--- src/rtl/fp_div_pkg.sv ---
// Shared constants for the float32 divider.
// FP_DIV_ROUND_NEAREST_EN adds a guard iteration for round-to-nearest-even.
package fp_div_pkg;

    localparam int EXP_W = 8;
    localparam int MAN_W = 23;
    localparam int BIAS  = 127;

`ifdef FP_DIV_ROUND_NEAREST_EN
    localparam int ITERS = MAN_W + 3;
`else
    localparam int ITERS = MAN_W + 2;
`endif

    localparam int CNT_W = 5;

    localparam logic [1:0] IDLE = 2'd0;
    localparam logic [1:0] DIV  = 2'd1;
    localparam logic [1:0] NORM = 2'd2;

    localparam logic [30:0] FP_ZERO = 31'h0;
    localparam logic [30:0] FP_INF  = {8'hFF, 23'h0};

endpackage

--- src/rtl/fp_div_mant_core.sv ---
// Restoring divider for 24-bit hidden-bit mantissas, one quotient bit per cycle.
// Iteration count follows FP_DIV_ROUND_NEAREST_EN via the package.
module fp_div_mant_core
    import fp_div_pkg::*;
(
    input  logic             clk,
    input  logic             rst,
    input  logic             start,
    input  logic [MAN_W:0]   dividend,
    input  logic [MAN_W:0]   divisor,
    output logic [ITERS-1:0] q,
    output logic             rem_nz,
    output logic             done
);

    logic [MAN_W+2:0] r;
    logic [MAN_W:0]   d;
    logic [CNT_W-1:0] cnt;
    logic             busy;
    logic             ge;
    logic [MAN_W+2:0] diff;

    assign ge     = r >= {2'b00, d};
    assign diff   = ge ? r - {2'b00, d} : r;
    assign done   = busy && (cnt == CNT_W'(ITERS - 1));
    assign rem_nz = |r;

    always_ff @(posedge clk or negedge rst) begin
        if (!rst) begin
            r    <= '0;
            d    <= '0;
            q    <= '0;
            cnt  <= '0;
            busy <= 1'b0;
        end else if (start) begin
            r    <= {2'b00, dividend};
            d    <= divisor;
            q    <= '0;
            cnt  <= '0;
            busy <= 1'b1;
        end else if (busy) begin
            q   <= {q[ITERS-2:0], ge};
            // diff < D < 2^24, so the shift never loses a bit
            r   <= {diff[MAN_W+1:0], 1'b0};
            cnt <= cnt + 1'b1;
            if (done)
                busy <= 1'b0;
        end
    end

endmodule

--- src/rtl/fp_divider.sv ---
// Sequential float32 divider: Quotient = Number_1 / Number_2, fixed latency.
// Define FP_DIV_ROUND_NEAREST_EN for round-to-nearest-even (one extra cycle).
module fp_divider
    import fp_div_pkg::*;
(
    input  logic        clk,
    input  logic        rst,
    input  logic        ce,
    input  logic [31:0] Number_1,
    input  logic [31:0] Number_2,
    output logic [31:0] Quotient,
    output logic        Valid,
    output logic        Ready
);

    logic [1:0]       state;
    logic             sgn;
    logic [EXP_W-1:0] e1;
    logic [EXP_W-1:0] e2;
    logic             start;
    logic [ITERS-1:0] q;
    logic             rem_nz;
    logic             done;

    logic signed [9:0] ex;
    logic [MAN_W-1:0]  frac;
    logic [31:0]       res;

    assign Ready = (state == IDLE);
    assign start = Ready && ce;

    fp_div_mant_core u_core (
        .clk      (clk),
        .rst      (rst),
        .start    (start),
        .dividend ({1'b1, Number_1[MAN_W-1:0]}),
        .divisor  ({1'b1, Number_2[MAN_W-1:0]}),
        .q        (q),
        .rem_nz   (rem_nz),
        .done     (done)
    );

`ifdef FP_DIV_ROUND_NEAREST_EN
    logic [MAN_W:0] mant_r;
    logic           g;
    logic           st;

    always_comb begin
        ex = $signed({2'b00, e1}) - $signed({2'b00, e2}) + $signed(10'(BIAS));
        if (q[ITERS-1]) begin
            frac = q[ITERS-2 -: MAN_W];
            g    = q[1];
            st   = q[0] | rem_nz;
        end else begin
            frac = q[ITERS-3 -: MAN_W];
            g    = q[0];
            st   = rem_nz;
            ex   = ex - 10'sd1;
        end
        mant_r = {1'b0, frac} + {{MAN_W{1'b0}}, g & (st | frac[0])};
        // all-ones mantissa rounds up to 2.0: fraction wraps to 0, exponent bumps
        frac   = mant_r[MAN_W-1:0];
        ex     = ex + $signed({9'b0, mant_r[MAN_W]});
    end
`else
    logic unused_rem;
    assign unused_rem = rem_nz;

    always_comb begin
        ex = $signed({2'b00, e1}) - $signed({2'b00, e2}) + $signed(10'(BIAS));
        if (q[ITERS-1]) begin
            frac = q[ITERS-2 -: MAN_W];
        end else begin
            frac = q[ITERS-3 -: MAN_W];
            ex   = ex - 10'sd1;
        end
    end
`endif

    always_comb begin
        if (e2 == '0)
            res = {sgn, FP_INF};
        else if (e1 == '0)
            res = {sgn, FP_ZERO};
        else if (e1 == '1 || e2 == '1)
            res = {sgn, FP_INF};
        else if (ex <= 10'sd0)
            res = {sgn, FP_ZERO};
        else if (ex >= 10'sd255)
            res = {sgn, FP_INF};
        else
            res = {sgn, ex[EXP_W-1:0], frac};
    end

    always_ff @(posedge clk or negedge rst) begin
        if (!rst) begin
            state    <= IDLE;
            sgn      <= 1'b0;
            e1       <= '0;
            e2       <= '0;
            Quotient <= '0;
            Valid    <= 1'b0;
        end else begin
            Valid <= 1'b0;
            unique case (state)
                IDLE: if (ce) begin
                    sgn   <= Number_1[31] ^ Number_2[31];
                    e1    <= Number_1[30 -: EXP_W];
                    e2    <= Number_2[30 -: EXP_W];
                    state <= DIV;
                end
                DIV: if (done)
                    state <= NORM;
                NORM: begin
                    Quotient <= res;
                    Valid    <= 1'b1;
                    state    <= IDLE;
                end
                default: state <= IDLE;
            endcase
        end
    end

endmodule

--- config.mk ---
export PLATFORM = sky130hd
export DESIGN_NAME = fp_divider
export DESIGN_NICKNAME = d
export VERILOG_FILES = /design/src/rtl/fp_div_pkg.sv /design/src/rtl/fp_div_mant_core.sv /design/src/rtl/fp_divider.sv
export SDC_FILE = /design/constraint.sdc
export NUM_CORES = 1
export LEC_CHECK = 0
export CAP_MARGIN = 20
export CORE_AREA = 2 2 127 129
export DETAILED_ROUTE_END_ITERATION = 10
export DIE_AREA = 0 0 129 131
export DONT_BUFFER_PORTS = 1
export PLACE_DENSITY = 0.8
export SYNTH_ARGS = -nofsm -noshare
export SYNTH_HDL_FRONTEND = slang
export SYNTH_SLANG_ARGS = --single-unit
--- constraint.sdc ---
create_clock -name clk -period 3.65 [get_ports clk]
set_input_delay 0.1825 -clock clk [delete_from_list [all_inputs] [get_ports clk]]
set_output_delay 0.1825 -clock clk [all_outputs]
set_load 0.02 [all_outputs]
==> impl_metrics.csv <==
group,metric,value,unit
cts,cts_tree,"yes",
die,die_y,131,um
yosys,synth_nets,1005,
grt,antenna_found_initial,0,
grt,gr-total-overflow,0,
yosys,synth_area_leaders,"dfrtp_1, mux2i_1, nand2_1",
sta,timing.hold.ws,0.0605,ns
yosys,ys_seq_area_share,41.9,%
route,post_drt_wl_per_cell,16.4,um
yosys,synthFlopType,"dfrtp_1",
min_path,hp-class,"in -> reg",
route,via_per_inst,5.58,
setup_path,endpoint_kind,"flip-flop",
die,start_util,50.9,%
setup_path,cpMaxStageDelayCell,"o311a_4",
sta,setup_viol,0,
yosys,synth_commonest_cells,"nand2_1, dfrtp_1, o21ai_0",
grt,grt_pass1_wl,31.5,mm
yosys,yosysMostFrequentCell,"nand2_1",
yosys,syn-cell-area,7940,um^2
cts,htreeDepth,4,
placement,numPortBuffers,0,
placement,place_area,8150,um^2
sta,setup_slack,0.103,ns
yosys,synth_warnings,0,
die,rows,46,
yosys,async_reset_ff_share,100,%
setup_path,worstPathArrival,3.91,ns
job,max-cap-violations,0,
cts,cts_buffers,17,
setup_path,path_max_fanout,6,
sta,maxSlewHeadroom,44.6,%
cells_and_area,drive_gt1_share,9.44,%
sta,rsz0062_at_grt,"yes",
setup_path,crit_required,4.01,ns
sta,fin_crit,3.55,ns
die,core_area,15600,um^2
sta,min_period_over_period,97.2,%
grt,grt_usage,23.4,%
sta,finalMaxSlewViolations,0,
route,firstDrtPassIters,8,
sta,timing_worst_slew_pin_value,0.832,ns
yosys,synth_top_area_share,41.9,%
yosys,netlist_instances,900,
setup_path,critPathLaunchType,"flip-flop",
setup_path,slowest_delay,0.46,ns
die,die_x,129,um
sta,hold_viol_final,0,
placement,hpwl,11.9,mm
cts,clk_pin_slew,0.06,ns
grt,grt_pass1_vias,6583,
yosys,synth_edf_count,0,
cells_and_area,nets,1068,
sta,fmax,282,MHz
cells_and_area,fin_area,9690,um^2
die,io_pins,101,
run_status,outcome,"finished clean",
sta,fin_skew,0.00801,ns
yosys,ys_ff_latch,133,
cts,cts.path.max_buffers,2,
route,ant_nets,0,
route,vias,6644,
route,drc,0,
cells_and_area,antenna_cells,0,
setup_path,worstSetupPathType,"reg -> reg",
setup_path,path_cells,"inv_2 -> ha_2 -> inv_1 -> fa_1 -> a211oi_2 -> nor2_1 -> xnor2_2 -> nor3_2 -> a21oi_1 -> a22oi_1 -> nand2_1 -> o311a_4 -> buf_6 -> o21ai_0 -> o211a_1",
cells_and_area,area_delta_synth_final,22.0,%
route,wl,19.5,mm
cts,worstSkewPairLatency,0.42,ns
yosys,synth.distinct_cells,62,
route,detail_route.iter0.violations,452,
cts,clock-sinks,133,
yosys,synth_top_area_cell,"dfrtp_1",
placement,dpl_worst_slack,-0.134,ns
cts,cts_root_buf,"clkbuf_16",
yosys,synth_area_per_cell,8.82,um^2
die,die-area,16900,um^2
placement,place_congestion,0.865,
grt,grt_max_degree,134,
routing by layer:
metal	up-vias	GRT usage, %	part of all wire (%)
li1	3247	-	-
met4	0	6.91	1.3
met2	191	40.4	50
met3	26	5.54	4.9
met5	-	0	0
met1	3180	29.4	43
worst max-delay path: cells and delay by family, from the launching register on:
kind / cells / cell delay [ns]
fa+ha+maj: 2 / 0.63
simple gates: 3 / 0.51
xor+xnor: 1 / 0.20
compound gates: 6 / 1.49
flops: 1 / 0.38
buf+inv: 3 / 0.28
area by class of cell:
type | count | area [um^2]
fillers | 1214 | 5910
multi-input cells | 671 | 4440
flip-flops and latches | 133 | 3330
repair buffers | 85 | 825
clock buffers | 20 | 467
well taps | 216 | 270
inverters | 55 | 206
clock inverters | 11 | 150
layout by cell type (no fill, tap or decap), types with 4 or more instances in the layout:
cell,instances
xnor2_1,15
nand2_1,137
nand4_1,10
o21ai_1,15
a21oi_1,40
a21o_1,15
o211ai_1,4
nor2b_1,9
clkbuf_16,17
ha_1,34
o21ai_2,9
a31oi_1,5
nor3_1,17
xor2_1,17
dlygate4sd3_1,65
nand3b_4,4
mux2i_1,62
nand2b_1,8
dfrtp_1,132
buf_4,18
o31ai_1,10
o21ai_0,90
nor2_1,79
or3_1,5
o21bai_1,4
inv_1,54
o21a_1,8
o211a_1,5
nand3_1,6
a21boi_0,4
flip-flops by register name, indices dropped and copies added (netlist names), 2 cells and up:
signal / count
Quotient: 32
e1: 8
e2: 8
state: 2
u_core.cnt: 5
u_core.d: 24
u_core.q: 25
u_core.r: 26
stage by stage:
| stage | TNS [ns] | util, % | instances |
|---|---|---|---|
| after detailed placement | -0.842 | 52.2 | 1087 |
| after global placement | 0 | 52.2 | 1087 |
| final | 0 | 62.1 | 1191 |
| after floorplan | 0 | - | 900 |
| after global routing | -0.208 | 62.1 | 1191 |
| after CTS | 0 | 61.0 | 1187 |
what timing repair did:
| item | in CTS | in global routing |
|---|---|---|
| gates cloned | 3 | 0 |
| pin swaps | 2 | 11 |
| setup endpoints to repair | 23 | 31 |
| gates resized for setup | 7 | 28 |
| hold endpoints to repair | 196 | 0 |
| hold buffers | 66 | 0 |
| setup buffers | 0 | 4 |
kinds of logic after synthesis:
logic type | synth area share, %
AOI/OAI and AO/OA | 18.7
xor gates and xnor gates | 4.25
adders and majority gates | 6.18
buffers and inverters | 4.88
DFF | 41.9
muxes | 7.81
and+or+nand+nor | 16.3
final timing paths:
| check | from | to | slack [ns] | depth (start not counted) |
|---|---|---|---|---|
| setup / recovery | e1[0]$_DFFE_PN0P_ | Quotient[23]$_DFFE_PN0P_ | 0.10 | 15 |
| hold / removal | Number_1[21] | u_core.r[21]$_DFFE_PN0P_ | 0.06 | 4 |
| setup reg to reg | e1[0]$_DFFE_PN0P_ | Quotient[23]$_DFFE_PN0P_ | 0.10 | 15 |
| hold reg to reg | u_core.d[23]$_DFFE_PN0P_ | u_core.d[23]$_DFFE_PN0P_ | 0.45 | 2 |
| max in group asynchronous | rst | u_core.busy$_DFF_PN0_ | 2.73 | 2 |
| min in group asynchronous | rst | u_core.r[15]$_DFFE_PN0P_ | 0.37 | 2 |
Power is left out: the tool's default activity adds up to more than one toggle a clock period on the data nets, which glitch-free logic cannot reach.
